[src/rtl/mem_pkg.sv]
// Shared definitions for the MEM stage: MEMOP size encodings, the stage FSM
// state type and the alignment rule used to reject misaligned accesses.
package mem_pkg;

  // MEMOP = {unsigned, size[1:0]}
  localparam logic [1:0] SZ_B = 2'b00;
  localparam logic [1:0] SZ_H = 2'b01;
  localparam logic [1:0] SZ_W = 2'b10;
  localparam int unsigned OpUnsBit = 2;

  typedef enum logic [0:0] {IDLE, ACCESS} mem_state_e;

  // Size 2'b11 behaves as a word access.
  function automatic logic is_misaligned(input logic [1:0] size, input logic [1:0] off);
    logic mis;
    unique case (size)
      SZ_B:        mis = 1'b0;
      SZ_H:        mis = off[0];
      SZ_W, 2'b11: mis = (off != 2'b00);
    endcase
    return mis;
  endfunction

endpackage

[src/rtl/mem_lane_fmt.sv]
// Combinational byte-lane formatter for a 32-bit little-endian data port.
// Also used by the instruction-fetch path.
//   size_i      access size (SZ_B/SZ_H/SZ_W; 2'b11 acts as word)
//   off_i       byte offset within the word (addr[1:0])
//   unsigned_i  zero-extend sub-word loads when set
//   storedata_i store source register
//   rdata_i     raw word read from memory
//   be_o        byte enables
//   wdata_o     store data replicated across lanes
//   loaddata_o  load data shifted down and extended
module mem_lane_fmt
  import mem_pkg::*;
(
  input  logic [1:0]  size_i,
  input  logic [1:0]  off_i,
  input  logic        unsigned_i,
  input  logic [31:0] storedata_i,
  input  logic [31:0] rdata_i,
  output logic [3:0]  be_o,
  output logic [31:0] wdata_o,
  output logic [31:0] loaddata_o
);

  logic [31:0] shifted;
  logic        sext_b;
  logic        sext_h;

  always_comb begin
    shifted = rdata_i >> {off_i, 3'b000};
    sext_b  = ~unsigned_i & shifted[7];
    sext_h  = ~unsigned_i & shifted[15];

    be_o       = 4'b1111;
    wdata_o    = storedata_i;
    loaddata_o = shifted;
    case (size_i)
      SZ_B: begin
        be_o       = 4'b0001 << off_i;
        wdata_o    = {4{storedata_i[7:0]}};
        loaddata_o = {{24{sext_b}}, shifted[7:0]};
      end
      SZ_H: begin
        be_o       = 4'b0011 << off_i;
        wdata_o    = {2{storedata_i[15:0]}};
        loaddata_o = {{16{sext_h}}, shifted[15:0]};
      end
      default: begin
        be_o       = 4'b1111;
        wdata_o    = storedata_i;
        loaddata_o = shifted;
      end
    endcase
  end

endmodule

[src/rtl/mem_stage.sv]
// MEM pipeline stage: issues byte/half/word loads and stores to a
// variable-latency data memory over a req/ack handshake, stalls EX while an
// access is outstanding, and hands the result to the writeback stage.
//   clk, rst            clock and synchronous active-high reset
//   valid_E ... storedata_E   instruction from EX
//   dm_req/we/addr/be/wdata   memory request (held stable until dm_ack)
//   dm_rdata, dm_ack          memory response
//   stall_M             EX must hold its inputs
//   misalign_M          one-cycle flag for misaligned access or timeout
//   MEM2REG_M, REGWR_M, reg2wr_M, memdata_M, aludata_M   to writeback
module mem_stage
  import mem_pkg::*;
#(
  parameter int unsigned AW      = 32,
  parameter int unsigned TIMEOUT = 0
) (
  input  logic          clk,
  input  logic          rst,
  input  logic          valid_E,
  input  logic          MEMRD_E,
  input  logic          MEMWR_E,
  input  logic          MEM2REG_E,
  input  logic          REGWR_E,
  input  logic [2:0]    MEMOP_E,
  input  logic [4:0]    reg2wr_E,
  input  logic [31:0]   aludata_E,
  input  logic [31:0]   storedata_E,
  output logic          dm_req,
  output logic          dm_we,
  output logic [AW-1:0] dm_addr,
  output logic [3:0]    dm_be,
  output logic [31:0]   dm_wdata,
  input  logic [31:0]   dm_rdata,
  input  logic          dm_ack,
  output logic          stall_M,
  output logic          misalign_M,
  output logic          MEM2REG_M,
  output logic          REGWR_M,
  output logic [4:0]    reg2wr_M,
  output logic [31:0]   memdata_M,
  output logic [31:0]   aludata_M
);

  mem_state_e state_q, state_d;
  logic [31:0] cnt_q, cnt_d;

  // Instruction captured when the access is launched
  logic        h_load_q, h_load_d;
  logic        h_m2r_q, h_m2r_d;
  logic        h_regwr_q, h_regwr_d;
  logic [4:0]  h_reg_q, h_reg_d;
  logic [31:0] h_alu_q, h_alu_d;
  logic [1:0]  h_size_q, h_size_d;
  logic        h_uns_q, h_uns_d;

  // Registered outputs
  logic          req_q, req_d;
  logic          we_q, we_d;
  logic [AW-1:0] addr_q, addr_d;
  logic [3:0]    be_q, be_d;
  logic [31:0]   wdata_q, wdata_d;
  logic          mis_q, mis_d;
  logic          m2r_q, m2r_d;
  logic          regwr_q, regwr_d;
  logic [4:0]    reg_q, reg_d;
  logic [31:0]   memdata_q, memdata_d;
  logic [31:0]   alu_q, alu_d;

  // One formatter serves both phases: in IDLE it builds the request from the
  // EX inputs, in ACCESS it formats the returning data from the held op.
  logic        in_idle;
  logic [1:0]  fmt_size;
  logic [1:0]  fmt_off;
  logic        fmt_uns;
  logic [3:0]  fmt_be;
  logic [31:0] fmt_wdata;
  logic [31:0] fmt_load;

  assign in_idle  = (state_q == IDLE);
  assign fmt_size = in_idle ? MEMOP_E[1:0] : h_size_q;
  assign fmt_off  = in_idle ? aludata_E[1:0] : h_alu_q[1:0];
  assign fmt_uns  = in_idle ? MEMOP_E[OpUnsBit] : h_uns_q;

  mem_lane_fmt u_lane_fmt (
    .size_i      (fmt_size),
    .off_i       (fmt_off),
    .unsigned_i  (fmt_uns),
    .storedata_i (storedata_E),
    .rdata_i     (dm_rdata),
    .be_o        (fmt_be),
    .wdata_o     (fmt_wdata),
    .loaddata_o  (fmt_load)
  );

  logic is_mem;
  assign is_mem = MEMRD_E | MEMWR_E;

  always_comb begin
    state_d   = state_q;
    cnt_d     = cnt_q;
    h_load_d  = h_load_q;
    h_m2r_d   = h_m2r_q;
    h_regwr_d = h_regwr_q;
    h_reg_d   = h_reg_q;
    h_alu_d   = h_alu_q;
    h_size_d  = h_size_q;
    h_uns_d   = h_uns_q;
    req_d     = req_q;
    we_d      = we_q;
    addr_d    = addr_q;
    be_d      = be_q;
    wdata_d   = wdata_q;
    mis_d     = 1'b0;
    m2r_d     = m2r_q;
    regwr_d   = regwr_q;
    reg_d     = reg_q;
    memdata_d = memdata_q;
    alu_d     = alu_q;

    unique case (state_q)
      IDLE: begin
        if (!valid_E) begin
          regwr_d = 1'b0;
        end else if (!is_mem) begin
          m2r_d   = MEM2REG_E;
          regwr_d = REGWR_E;
          reg_d   = reg2wr_E;
          alu_d   = aludata_E;
        end else if (is_misaligned(MEMOP_E[1:0], aludata_E[1:0])) begin
          mis_d   = 1'b1;
          regwr_d = 1'b0;
        end else begin
          // Both MEMRD_E and MEMWR_E set counts as a store
          h_load_d  = ~MEMWR_E;
          h_m2r_d   = MEM2REG_E;
          h_regwr_d = REGWR_E;
          h_reg_d   = reg2wr_E;
          h_alu_d   = aludata_E;
          h_size_d  = MEMOP_E[1:0];
          h_uns_d   = MEMOP_E[OpUnsBit];
          req_d     = 1'b1;
          we_d      = MEMWR_E;
          addr_d    = {aludata_E[AW-1:2], 2'b00};
          be_d      = fmt_be;
          wdata_d   = fmt_wdata;
          regwr_d   = 1'b0;
          cnt_d     = '0;
          state_d   = ACCESS;
        end
      end
      ACCESS: begin
        if (dm_ack) begin
          req_d   = 1'b0;
          state_d = IDLE;
          if (h_load_q) begin
            memdata_d = fmt_load;
            regwr_d   = h_regwr_q;
            m2r_d     = h_m2r_q;
            reg_d     = h_reg_q;
            alu_d     = h_alu_q;
          end else begin
            regwr_d = 1'b0;
          end
        end else if ((TIMEOUT != 0) && ((cnt_q + 32'd1) >= 32'(TIMEOUT))) begin
          req_d   = 1'b0;
          mis_d   = 1'b1;
          regwr_d = 1'b0;
          state_d = IDLE;
        end else begin
          cnt_d = cnt_q + 32'd1;
        end
      end
    endcase
  end

  always_ff @(posedge clk) begin
    if (rst) begin
      state_q   <= IDLE;
      cnt_q     <= '0;
      h_load_q  <= 1'b0;
      h_m2r_q   <= 1'b0;
      h_regwr_q <= 1'b0;
      h_reg_q   <= '0;
      h_alu_q   <= '0;
      h_size_q  <= '0;
      h_uns_q   <= 1'b0;
      req_q     <= 1'b0;
      we_q      <= 1'b0;
      addr_q    <= '0;
      be_q      <= '0;
      wdata_q   <= '0;
      mis_q     <= 1'b0;
      m2r_q     <= 1'b0;
      regwr_q   <= 1'b0;
      reg_q     <= '0;
      memdata_q <= '0;
      alu_q     <= '0;
    end else begin
      state_q   <= state_d;
      cnt_q     <= cnt_d;
      h_load_q  <= h_load_d;
      h_m2r_q   <= h_m2r_d;
      h_regwr_q <= h_regwr_d;
      h_reg_q   <= h_reg_d;
      h_alu_q   <= h_alu_d;
      h_size_q  <= h_size_d;
      h_uns_q   <= h_uns_d;
      req_q     <= req_d;
      we_q      <= we_d;
      addr_q    <= addr_d;
      be_q      <= be_d;
      wdata_q   <= wdata_d;
      mis_q     <= mis_d;
      m2r_q     <= m2r_d;
      regwr_q   <= regwr_d;
      reg_q     <= reg_d;
      memdata_q <= memdata_d;
      alu_q     <= alu_d;
    end
  end

  assign stall_M    = (state_q == ACCESS);
  assign dm_req     = req_q;
  assign dm_we      = we_q;
  assign dm_addr    = addr_q;
  assign dm_be      = be_q;
  assign dm_wdata   = wdata_q;
  assign misalign_M = mis_q;
  assign MEM2REG_M  = m2r_q;
  assign REGWR_M    = regwr_q;
  assign reg2wr_M   = reg_q;
  assign memdata_M  = memdata_q;
  assign aludata_M  = alu_q;

endmodule

[config.mk]
export PLATFORM = sky130hd
export DESIGN_NAME = mem_stage
export DESIGN_NICKNAME = d
export VERILOG_FILES = /design/src/rtl/mem_pkg.sv /design/src/rtl/mem_lane_fmt.sv /design/src/rtl/mem_stage.sv
export SDC_FILE = /design/constraint.sdc
export NUM_CORES = 1
export LEC_CHECK = 0
export CAP_MARGIN = 10
export CORE_MARGIN = 3
export CORE_UTILIZATION = 45
export CTS_CLUSTER_SIZE = 12
export DETAILED_ROUTE_END_ITERATION = 8
export GPL_ROUTABILITY_DRIVEN = 1
export PLACE_DENSITY = 0.83
export SKIP_CTS_REPAIR_TIMING = 1
export SKIP_LAST_GASP = 1
export SLEW_MARGIN = 30
export SYNTH_ARGS = -nofsm -noshare
export SYNTH_HDL_FRONTEND = slang
export SYNTH_HIERARCHICAL = 1
export SYNTH_SLANG_ARGS = --single-unit
[constraint.sdc]
create_clock -name clk -period 3.9 [get_ports clk]
set_input_delay 0.975 -clock clk [delete_from_list [all_inputs] [get_ports clk]]
set_output_delay 0.975 -clock clk [all_outputs]
set_load 0.01 [all_outputs]
After elaboration in Yosys (flattened, before gate mapping):

Cells that the tools add are included.

* bitwise logic cells: 9
* muxes and demuxes: 41
* equal/unequal tests: 10
* shift-type cells: 3
* reduce and logical (&&, ||, !) cells: 9

Operator list (number)
* $pmux 32 s2: 3
* $mux 32: 4
* $shr 32x5->32: 1
* $mux 1: 21
* $mux 5: 4
* $reduce_and 4->1: 3
* $pmux 5 s2: 1
* $ne 2x2->1 const B: 4
* $pmux 1 s2: 4
* $pmux 4 s2: 1
* $not 1->1: 6
* $eq 2x1->1 const B: 2
* $eq 2x2->1 const B: 2
* $logic_not 2->1: 2
* $mux 2: 2
* $ne 2x1->1 const B: 2
* $reduce_or 4->1: 1
* $shl 1x2->4 const A: 1
* $shl 2x2->4 const A: 1
* $pmux 1 s3: 1
* $reduce_and 3->1: 1
* $and 1x1->1: 2
* $reduce_bool 2->1: 1
* $reduce_or 2->1: 1
* $or 1x1->1: 1

* logic and storage cells: 91
* input port bits: 112
* bits in registers: 184

Logic depth before layout (Yosys ltp):

Gate-level depths: netlist of run 1.

* word-level depth: 10
* mapped depth: 10
* mapped depth without buffers: 7

By module:

The synthesis of run 1 kept the hierarchy.

Modules (own cells, without submodules)
* mem_stage: times used 1, cells each 727, sequential area each 3083.0 µm², area an instance 6511.2 µm²
* mem_lane_fmt: times used 1, cells each 182, sequential area each 0.0 µm², area an instance 1317.5 µm²

Worst setup path after synthesis of run 1:

OpenSTA, ideal clock, no wires.

* kind: input-to-reg
* start point: in aludata_E[0]
* end point: reg memdata_q[31], in the netlist memdata_M[31]
* data arrival time: 2502 ps
* path buffers: 3
* data required time: 3768 ps
* cell stages on the path: 9
* path slack: 1266 ps
* library setup time: 132 ps
* cells stage by stage: clkbuf_1 -> mux2_2 -> buf_6 -> mux2_4 -> a32oi_4 -> buf_6 -> o211ai_1 -> nand2_1 -> a21oi_1

* word-level cells in the longest chain between the ends: 4

RTL lines
* start: declaration: RTL line mem_stage.sv:26 `input logic [31:0] aludata_E,`
* $mux 2 *: RTL line mem_stage.sv:81 `assign fmt_off = in_idle ? aludata_E[1:0] : h_alu_q[1:0];`
* $shr 32x5->32 *: RTL line mem_lane_fmt.sv:29 `shifted = rdata_i >> {off_i, 3'b000};`
* $and 1x1->1 (on tied branches): RTL line mem_lane_fmt.sv:31, mem_lane_fmt.sv:30
* $pmux 32 s2 *: RTL line mem_lane_fmt.sv:36 `case (size_i)`
* net fmt_load[31]: RTL line mem_stage.sv:77 `logic [31:0] fmt_load;`
* end signal: assignment: RTL line mem_stage.sv:217 `memdata_q <= memdata_d;`
* end: declaration: RTL line mem_stage.sv:66 `logic [31:0] memdata_q, memdata_d;`

The timed path passes the listed nets; every way through them passes the cells marked *.
A chain may end at the register's enable or synchronous reset.

Worst setup path after layout of run 1:

* start point: reg state_q, in the netlist stall_M
* end point: out stall_M

RTL lines
* start: declaration: RTL line mem_stage.sv:44 `mem_state_e state_q, state_d;`
* start signal: assignment: RTL line mem_stage.sv:199 `state_q <= state_d;`
* end: declaration: RTL line mem_stage.sv:35 `output logic stall_M,`

No word-level cell between the ends.

==> results by stage, run 1 <==
Place:
- The number of port buffers is 252.
- The placed instances occupy a cell area of 0.0101 mm².
- The half-perimeter wire length of the detailed placement result is 16700 µm.
- At the end of routability-driven placement, the weighted congestion stood at 0.855.

Critical path:
- The category of the most critical setup path is register to primary output.
- The largest stage delay on the critical path is 810 ps.
- In this run the number of cells on the critical path is 1.
- The signal on the critical path passes through clkdlybuf4s50_1.
- The arrival time at the worst endpoint is 1900 ps.
- The capturing element type of the critical path is a primary output.
- For the worst setup path, the data required time is 2920 ps.
- The cell type group with the largest total delay on the critical path is flip-flops.
- The startpoint class of the critical path is a register.
- In this run the register-to-register setup slack is 1200 ps.
- Together, buffers and inverters on the worst path number 1.
- The timing startpoint of the critical path is stall_M.
- In this run the critical register-to-register path is captured at memdata_M[11].
- For the worst flop-to-flop path, the logic depth is 7.
- The most critical setup path has its endpoint at stall_M.
- The cell type of the slowest stage on the worst timing path is sky130_fd_sc_hd__dfxtp_2.
- The maximum fanout along the worst path is 26.
- The launch instance of the worst register-to-register path is stall_M.

Cells and area:
- The post-layout instance area is 0.0107 mm².
- The layout net count is 1194.
- The most common cell after layout, fill and taps aside is sky130_fd_sc_hd__nand2_1.
- In the layout the commonest cells are sky130_fd_sc_hd__nand2_1 (253), sky130_fd_sc_hd__clkdlybuf4s50_1 (251), sky130_fd_sc_hd__dfxtp_1 (153).
- The repair_antennas step left the layout with diodes totalling 0.
- Compared with the post-synthesis result, the final layout area differs by 36.8%.
- The share of post-route cells with drive strength above 1 is 9.23%.

Clock network:
- The buffer type at the clock tree root is sky130_fd_sc_hd__clkbuf_16.
- The later pin in the worst-skew pair is clocked with a latency of 420 ps.
- The number of buffers added by the clock tree synthesis step is 17.
- The count of clock tree sinks is 154.
- The H-tree was split into 4 levels.
- The clock slew at the register clock pins of the worst setup and hold paths is 60 ps.
- TritonCTS built the clock tree.
- No sink is reached through more buffers than the 2 on the longest clock path.

Worst hold path:
- The hold path startpoint is memdata_M[27].
- The tightest min-delay check is of the register to register type.

Yosys:
- sky130_fd_sc_hd__dfxtp_1 takes more of the synthesized area than any other cell.
- Synthesis produced 909 cells.
- The number of synthesized flops with an enable pin is 0.
- After Yosys synthesis, XOR and XNOR cells account for 0% of the synthesized area.
- Counting flops with an async set or reset pin after synthesis yields a share of 0%.
- The simple-gate share of the synthesized area is 17.8%.
- The proportion of synthesized area in mux cells is 21.8%.
- The count of cell types in the netlist is 49.
- The share of the synthesized area in the top cell type is 39.4%.
- The synthesized netlist devotes 11.8% of its cell area to compound gates.
- Sorting the synthesized cells by area gives the leading types as sky130_fd_sc_hd__dfxtp_1 (39%), sky130_fd_sc_hd__mux2i_1 (17%), sky130_fd_sc_hd__nand2_1 (12%), sky130_fd_sc_hd__buf_4 (4.3%), sky130_fd_sc_hd__mux2_2 (4.0%).
- The cell area after technology mapping is 0.00783 mm².
- Dividing the synthesized area by the synthesized cell count gives 8.61 µm².
- Among all flip-flop cells after synthesis, the most frequent one is sky130_fd_sc_hd__dfxtp_1.
- The share of synthesized cell area in full adder, half adder and majority cells is 0%.
- The warning count from the yosys run is 6.
- The sequential cell area fraction in the yosys report is 39.4%.
- The combinational family with the most area after synthesis is multiplexers.
- The synthesized design contains 154 register bits.

Route:
- The detail route stage leaves a number of antenna-violating nets equal to 0.
- Dividing the detail-routed wire length by the instance count gives 17.8 µm.
- The detailed-router iteration count before antenna repair is 5.
- The via density per instance is 5.40.
- The initial detailed-routing violation count is 536.
- For this block, the via count after detailed routing is 7092.
- The remaining routing DRC violations is 0.
- Wires add up to 23400 µm.

Flow run:
- The max-cap violation count is 0.

Floorplan:
- Measured along the y axis, the die boundary spans 138 µm.
- After floorplanning, the core was sized to cover 0.0168 mm².
- The area enclosed by the die boundary is 0.0190 mm².
- The overall die width is 138 µm.
- In this run the core area contains 47 standard-cell rows.
- 255 I/O pins were placed.
- The effective utilization at floorplan is 46.5%.

STA:
- The final number of max-transition violations is 0.
- The worst clock skew on the final layout is 10.8 ps.
- The total negative slack for setup checks is 0 ps.
- The portion of the clock cycle consumed by the worst path in the final layout is 73.7%.
- Measured against its own limit, the worst slew margin works out to 42.6%.
- For this run, the top clock speed supported by timing is 348 MHz.
- Setup violations remaining at the end of the flow were counted as 0.
- The total count of hold-check failures in the final report is 0.
- At the pin with the least slew margin, the transition time is 860 ps.
- For the finished layout, the period the worst path requires is 2870 ps.
- Setup repair after global routing left no endpoint under its margin.

Global routing:
- The global-route wire length before repair is 36300 µm.
- Entering global routing, the biggest net connects 75 pins.
- For this run, the total global-route usage over all layers was measured as 24.3%.
- The global-route congestion overflow total is 0.
- The via count of the first global-routing pass is 6917.
- The initial antenna violation count was 0.

Power and ir drop:
- The cell area power density is 381 mW/mm².
- IR analysis of the VDD net gives a maximum drop of 0.310 mV.
- The leakage power summed over all cells is 0.00383 µW.

Outcome:
- The flow ran to the end, and the final reports show no timing, DRC or antenna violations.
Yosys cell counts (all sizes together), types with 3 or more instances:
cell type	count
nand2	253
dfxtp	154
mux2i	135
buf	76
a21oi	50
clkbuf	42
a211oi	36
nor3	36
mux2	31
o21ai	21
o211ai	16
nor2	8
or2	8
nor2b	4
nand2b	3
nand3	3
nand3b	3
nor4	3
worst min-delay path by stage:
| stage | endpoint | depth (start not counted) |
|---|---|---|
| detailed placement | dm_wdata[24] | 2 |
| floorplan | h_alu_q[1] | 2 |
| global placement | h_alu_q[1] | 2 |
| finish | memdata_M[27] | 2 |
| CTS | memdata_M[27] | 2 |
| global route | dm_wdata[7] | 2 |
layout make-up:
cell class / instances / area [µm²]
Clock inverter: 12 / 144
Multi-Input combinational cell: 636 / 4050
Timing Repair Buffer: 271 / 2710
Clock buffer: 19 / 443
Fill cell: 1438 / 6110
Sequential cell: 154 / 3080
Tap cell: 220 / 275
Inverter: 2 / 10.0
sequential cells by signal, summed over array words and instances, names as in the netlist:
| signal | cells |
|---|---|
| MEM2REG_M | 1 |
| REGWR_M | 1 |
| aludata_M | 32 |
| dm_addr | 1 |
| dm_be | 4 |
| dm_req | 1 |
| dm_wdata | 32 |
| dm_we | 1 |
| h_alu_q | 31 |
| h_load_q | 1 |
| h_m2r_q | 1 |
| h_reg_q | 5 |
| h_regwr_q | 1 |
| h_size_q | 2 |
| h_uns_q | 1 |
| memdata_M | 32 |
| misalign_M | 1 |
| reg2wr_M | 5 |
| stall_M | 1 |
per-stage QoR:
step           cells  total power, µW  utilization, %  hold slack, ps  worst slack (ps)
2_1_floorplan    910             2150               -             431              1270
4_1_cts         1314             4120            63.7             457               990
3_3_place_gp    1283             2440            60.2             439               671
5_1_grt         1314             4260            63.7             471               873
6_report        1314             4090            63.7             453              1030
3_5_place_dp    1283             2460            60.2             445               640
where the power goes:
part | switching (µW) | leakage, µW | total, µW | internal [µW]
sequential | 45.1 | 0.00125 | 1690 | 1640
clock | 692 | 0.000282 | 1660 | 966
combinational | 356 | 0.00230 | 742 | 385
cells by family after synthesis:
group	Yosys count
simple gates	331
mux	166
flops	154
compound gates	137
buf+inv	120
other cells	1
per-layer routing:
layer,vias up,GRT usage (%),part of all wire (%)
met1,3360,29.5,40
met4,0,9.99,3.1
met5,-,0,0
li1,3430,-,-
met2,253,39.2,48
met3,49,8.85,8.6
Power figures use the tool's default switching activity.
==> run 2: changes to the inputs <==
Clock period 3.9 ns to 2.7 ns, I/O delays scaled along.
==> results by stage, run 2 (same netlist as run 1, synthesis figures left out) <==
STA:
- Setup violations remaining at the end of the flow were counted as 0.
- For the final database, setup skew stands at 11.1 ps.
- The total count of hold-check failures in the final report is 0.
- The final number of max-transition violations is 0.
- The top achievable clock speed is 404 MHz.
- The portion of the clock cycle consumed by the worst path in the final layout is 91.8%.
- Setup total negative slack on the finished layout was measured at 0 ps.
- Setup repair after global routing left no endpoint under its margin.
- The routed design could run at a clock period as short as 2480 ps.
- The worst pin sits at a relative slew slack of 42.1%.
- The worst-margin pin slew is 869 ps.

Route:
- The mean routed wirelength per cell is 17.4 µm.
- The post-route antenna net violation count is 0.
- For this run, design rule violations remaining after detail routing come to 0.
- Summing over every cut layer, the via total after detailed routing is 7084.
- For this block, the routed nets add up to 23200 µm of wire.
- The detailed-router iteration count before antenna repair is 5.
- The initial detailed-routing violation count is 460.
- Dividing the detail-routed via count by the number of cells gives 5.30.

Floorplan:
- The core box area is 0.0168 mm².
- 255 I/O pins were placed.
- The overall die width is 138 µm.
- The die height is 138 µm.
- For this configuration, the core starts out at a cell density of 46.5%.
- The area enclosed by the die boundary is 0.0190 mm².
- Row generation in the floorplan step produced 47 rows.

Critical path:
- The worst setup path is launched from a register.
- The signal on the critical path passes through buf_4, clkdlybuf4s50_1.
- The category of the most critical setup path is register to primary output.
- The maximum fanout along the worst path is 17.
- The arrival time at the worst endpoint is 1800 ps.
- The capturing element type of the critical path is a primary output.
- The required time of the worst setup path is 2030 ps.
- The cell type of the slowest stage on the worst timing path is sky130_fd_sc_hd__clkdlybuf4s50_1.
- The critical path starts at stall_M.
- The largest stage delay on the critical path is 600 ps.
- The startpoint identified for the worst register-to-register timing path is stall_M.

Place:
- At the end of routability-driven placement, the weighted congestion stood at 0.911.
- Detailed placement finished with a half-perimeter wire length of 16600 µm.
- Buffers placed on the I/O ports in this run total 252.

Power and ir drop:
- The internal power component is 4340 µW.
- Of the total power, registers draw 41.0%.
- Of the total power, the share spent switching nets is 26.8%.
- The leakage power summed over all cells is 0.00396 µW.
- Combinational logic is responsible for 19.0% of the overall power.
- The maximum vdd ir drop is 0.493 mV.
- The cell area power density is 541 mW/mm².
- The clock network is responsible for 40.0% of the overall power.
- In this run the power spent charging and discharging nets is 1590 µW.

Clock network:
- At the later pin of the worst-skew pair, clock insertion delay measures 430 ps.
- The maximum number of buffers from clock root to sink is 2.
- The count of clock tree sinks is 154.
- The root buffer cell chosen for the clock tree is sky130_fd_sc_hd__clkbuf_16.
- TritonCTS built the clock tree.
- After clock tree synthesis, the clock-pin slew on the worst setup and hold paths is 70 ps.
- The H-tree generated during clock tree synthesis spans 4 levels.
- Buffers inserted during clock tree synthesis total 17.

Global routing:
- The initial antenna violation count is 0.
- Global routing used 23.9% of the available tracks across all layers.
- The via count of the first global-routing pass is 6887.
- The largest net degree at the start of global routing is 84.
- The total overflow left after global routing is 0.
- The first global-routing pass estimated 35800 µm of wire.

Cells and area:
- The most common cell after layout, fill and taps aside is sky130_fd_sc_hd__nand2_1.
- The synthesis-to-layout area growth is 39.9%.
- Leaving out fill and tap cells, the most frequent cells in the layout are sky130_fd_sc_hd__nand2_1 (253), sky130_fd_sc_hd__clkdlybuf4s50_1 (251), sky130_fd_sc_hd__dfxtp_1 (153).
- Of the cells placed in the final design, the portion with a size suffix greater than 1 is 10.9%.
- For this run, the share of the core covered by cells in the final layout is 65.1%.
- In the final design database the tool counted 1216 nets.

Outcome:
- The run finished with clean final reports.

Worst hold path:
- The startpoint identified for the worst hold timing path is memdata_M[27].
- The worst hold-check path type is register to register.

Flow run:
- Max-cap violations in this run came to 0.
-- run 2: cell count changes in the layout (fill, tap and decap cells not counted) --
cell,previous run,this run
sky130_fd_sc_hd__inv_6,1,4
sky130_fd_sc_hd__buf_4,15,30
sky130_fd_sc_hd__clkbuf_8,1,0
sky130_fd_sc_hd__buf_12,4,11
sky130_fd_sc_hd__clkinv_4,5,3
sky130_fd_sc_hd__clkbuf_1,1,2
sky130_fd_sc_hd__inv_8,1,0
sky130_fd_sc_hd__diode_2,0,1
-- run 2: power groups by stage --
stage / combinational, µW / clock, µW / sequential [µW]
6_report: 1120 / 2370 / 2430
2_1_floorplan: 603 / 0 / 2500
3_3_place_gp: 1100 / 0 / 2480
5_1_grt: 1210 / 2500 / 2440
4_1_cts: 1120 / 2420 / 2430
3_5_place_dp: 1120 / 0 / 2480
-- run 2: cell type report --
class                      count  area (µm²)
fill                        1384        5860
antenna                        1        2.50
tap                          220         275
timing repair buffer         293        2960
clock inverter                12         141
clock buffer                  19         433
inverter                       2        10.0
multi-input combinational    636        4050
sequential                   154        3080
-- run 2: final timing paths --
kind / endpoint / slack (ps) / depth (start not counted)
max: stall_M / 220 / 2
min: memdata_M[27] / 460 / 2
max reg2reg: aludata_M[23] / 510 / 5
min reg2reg: memdata_M[27] / 460 / 2
-- run 2: metrics by stage --
stage	cells	setup WS [ps]	power [µW]	cell area, µm²	hold slack (ps)
after floorplan	910	332	3100	7830	431
after global placement	1305	130	3580	10400	441
after detailed placement	1305	93.7	3600	10400	448
after CTS	1336	209	5970	11000	457
after global routing	1336	162	6150	11000	477
final	1337	223	5920	11000	455
-- run 2: metal layers --
layer | vias up | part of all wire, % | track usage, %
met1 | 3294 | 40 | 29.5
met5 | - | 0 | 0
li1 | 3469 | - | -
met2 | 279 | 48 | 39.0
met3 | 42 | 8.9 | 8.02
met4 | 0 | 2.8 | 8.95
-- run 2: worst max-delay path, delay by kind of cell, from the launching register on --
family | cells | cell delay (ps)
buffers and inverters | 2 | 940
flip-flops | 1 | 440
==> run 3: changes to the inputs <==
Settings changed: ABC_AREA from default to 1, HOLD_SLACK_MARGIN from default to 0.03.
==> results by stage, run 3 <==
Outcome:
- The flow ran to the end, and the final reports show no timing, DRC or antenna violations.

Route:
- The detailed router placed 8600 vias in this run.
- The detail route stage leaves a number of antenna-violating nets equal to 0.
- The initial detailed-routing violation count is 667.
- The wire length after detailed routing is 25200 µm.
- Before antenna repair, the detailed router went through 5 iterations.
- The remaining routing DRC violations is 0.
- Dividing the detail-routed via count by the number of cells gives 5.01.
- After detailed routing, the average wire length per cell comes to 14.7 µm.

STA:
- The total negative slack for setup checks is 0 ps.
- The final number of max-transition violations was 0.
- The top achievable clock speed is 449 MHz.
- The slack of the critical path is 472 ps.
- For the finished layout, the period the worst path requires is 2230 ps.
- Setup repair after global routing left no endpoint under its margin.
- The setup-violating endpoint count in the final report is 0.
- Hold is met by 443 ps.
- The worst clock skew on the final layout is 13.5 ps.
- The portion of the clock cycle consumed by the worst path in the final layout is 82.5%.
- The total count of hold-check failures in the final report came to 0.

Cells and area:
- The synthesis-to-layout area growth is 38.3%.
- Once layout is complete, the utilization of the core stands at 64.7%.
- With fillers left out, the area of the finished cells amounts to 0.0114 mm².
- Counting the fill cells in the layout gives 1560.
- The share of post-route cells with drive strength above 1 is 5.97%.
- The library cells used most frequently in the layout, excluding fill and tap cells, are sky130_fd_sc_hd__nor2_1 (277), sky130_fd_sc_hd__nand2_1 (273), sky130_fd_sc_hd__clkdlybuf4s50_1 (252).
- 0 antenna diodes ended up in the layout.
- The library cell used most frequently in the layout, excluding fill and tap cells, is sky130_fd_sc_hd__nor2_1.
- The net count of the finished layout is 1591.

Power and ir drop:
- In this run the power spent charging and discharging nets is 1840 µW.
- For this design the static power due to leakage is 0.00515 µW.
- Across the VDD grid, the largest voltage drop is 0.462 mV.
- Of the total power, the share spent switching nets is 28.5%.
- The clock group share of total power is 39.4%.
- The sequential share of power is 38.5%.
- For this design the ratio of total power to cell area is 569 mW/mm².
- The internal power component is 4630 µW.
- The part of the power in combinational logic is 22.1%.

Critical path:
- The capturing element type of the critical path is a register.
- The startpoint identified for the worst register-to-register timing path is stall_M.
- Counting cells, the worst reg-to-reg path comes to 9.
- Of all nets on the critical path, the largest fanout is 12.
- The critical path starts at aludata_E[1].
- The setup check on the worst reg-to-reg path leaves a slack of 640 ps.
- STA classifies the critical path startpoint as a primary input.
- For the worst setup path, the data arrival time is 2530 ps.
- The required time of the worst setup path is 3010 ps.
- The category of the most critical setup path is primary input to register.
- The worst register-to-register path ends at memdata_M[21].
- The worst setup path endpoint is memdata_M[21].

Yosys:
- The number of synthesized flops with an enable pin is 0.
- The Yosys step of the flow raised 6 warnings.
- Among all flip-flop cells after synthesis, the most frequent one is sky130_fd_sc_hd__dfxtp_1.
- After synthesis, the largest area contributor takes up 37.4% of total cell area.
- The flop and latch count out of synthesis is 154.
- After synthesis, the most frequently instantiated cells are sky130_fd_sc_hd__nor2_1 (277), sky130_fd_sc_hd__nand2_1 (276), sky130_fd_sc_hd__dfxtp_1 (154).
- After synthesis, the cell types taking the most area are sky130_fd_sc_hd__dfxtp_1 (37%), sky130_fd_sc_hd__nor2_1 (13%), sky130_fd_sc_hd__nand2_1 (13%), sky130_fd_sc_hd__nand3_1 (7.1%), sky130_fd_sc_hd__inv_1 (5.8%).
- In the synthesized netlist, the number of instances is 1301.
- The cell area after technology mapping is 0.00823 mm².
- After synthesis, the share of flip-flops with an asynchronous set or reset is 0%.
- The sequential cell area fraction in the yosys report is 37.4%.
- The cell with the most instances after synthesis is sky130_fd_sc_hd__nor2_1.
- The cell taking the most area after synthesis is sky130_fd_sc_hd__dfxtp_1.
- Each instance of the synthesized netlist takes up on average 6.33 µm².
- Yosys mapped the design onto 29 distinct sky130hd cell types.

Clock network:
- The clock latency on the worst-skew pair is 430 ps.
- The clock tree synthesis step divided the H-tree into 4 levels.
- Clock-pin slew was measured on the worst setup and hold paths at 70 ps.
- The CTS tree is built.
- Counting the buffers created by CTS gives 17.
- In this run the deepest clock path goes through 2 buffers.
- The buffer type at the clock tree root is sky130_fd_sc_hd__clkbuf_16.
- Counting every sink on the clock net gives 154.

Floorplan:
- The area enclosed by the die boundary is 0.0200 mm².
- The effective utilization at floorplan is 46.8%.
- 255 I/O pins were placed.
- The die height is 141 µm.
- The floorplan step defined a core boundary enclosing 0.0176 mm².
- The overall die width is 141 µm.
- After floorplanning, the core was divided into 48 placement rows.

Global routing:
- Entering global routing, the biggest net connects 81 pins.
- The first global-routing pass estimated 41000 µm of wire.
- The initial antenna violation count is 0.
- The via count of the first global-routing pass is 8238.
- The total routing usage reported by global routing is 24.9%.
- The global-route congestion overflow total is 0.

Place:
- The worst-case setup slack after placement is 65.6 ps.
- The placed instance area is 0.0108 mm².
- The congestion estimate from routability-driven global placement came to 0.947.
- The number of port buffers is 252.
- After legalization and detailed placement, the total HPWL measured 17500 µm.

Flow run:
- The max-cap violation count is 0.

Worst hold path:
- The worst hold-check path type is register to register.
## run 3: logic make-up after synthesis
group	synth area share (%)
DFF	37.4
buffers and inverters	15.2
and+or+nand+nor	37.2
AOI/OAI and AO/OA	10.1
other	0.0455
## run 3: power by group through the flow
stage	Sequential (µW)	Clock, µW	Combinational (µW)
2_1_floorplan	2570	0	788
6_report	2490	2550	1430
5_1_grt	2510	2680	1570
3_3_place_gp	2540	0	1400
3_5_place_dp	2540	0	1420
4_1_cts	2490	2580	1430
## run 3: final cells by class
type	count	area, µm²	area share (%)
multi-input cells	884	3910	34.4
inverters	133	509	4.47
clock buffers	17	425	3.74
well taps	225	282	2.47
repair buffers	289	2980	26.1
clock inverters	14	194	1.70
flip-flops and latches	154	3090	27.1
## run 3: worst min path at each step
stage / from / to / cells after the start
3_3_place_gp: memdata_M[22] / memdata_M[22] / 2
4_1_cts: memdata_M[27] / memdata_M[27] / 2
5_1_grt: memdata_M[28] / memdata_M[28] / 2
3_5_place_dp: memdata_M[27] / memdata_M[27] / 2
2_1_floorplan: h_m2r_q / h_m2r_q / 2
6_report: memdata_M[27] / memdata_M[27] / 2
## run 3: critical path: stages
cell	delay (ps)
sky130_fd_sc_hd__clkdlybuf4s50_1	440
sky130_fd_sc_hd__o21ai_0	240
sky130_fd_sc_hd__buf_4	170
sky130_fd_sc_hd__inv_1	130
sky130_fd_sc_hd__inv_2	120
sky130_fd_sc_hd__nand3_1	120
sky130_fd_sc_hd__nand3_2	100
sky130_fd_sc_hd__buf_4	190
sky130_fd_sc_hd__nand3_1	90
sky130_fd_sc_hd__o21ai_0	200
sky130_fd_sc_hd__a21oi_1	60
## run 3: routing by layer
metal	vias up	GRT usage, %	routed length (µm)
li1	4357	-	-
met2	347	40.5	11700
met3	37	5.53	1960
met5	-	0	0
met1	3859	33.0	11100
met4	0	8.01	447
## run 3: per-stage QoR
stage          instances  total power [µW]
4_1_cts             1716              6510
6_report            1716              6480
5_1_grt             1716              6760
3_3_place_gp        1685              3940
2_1_floorplan       1302              3350
3_5_place_dp        1685              3970
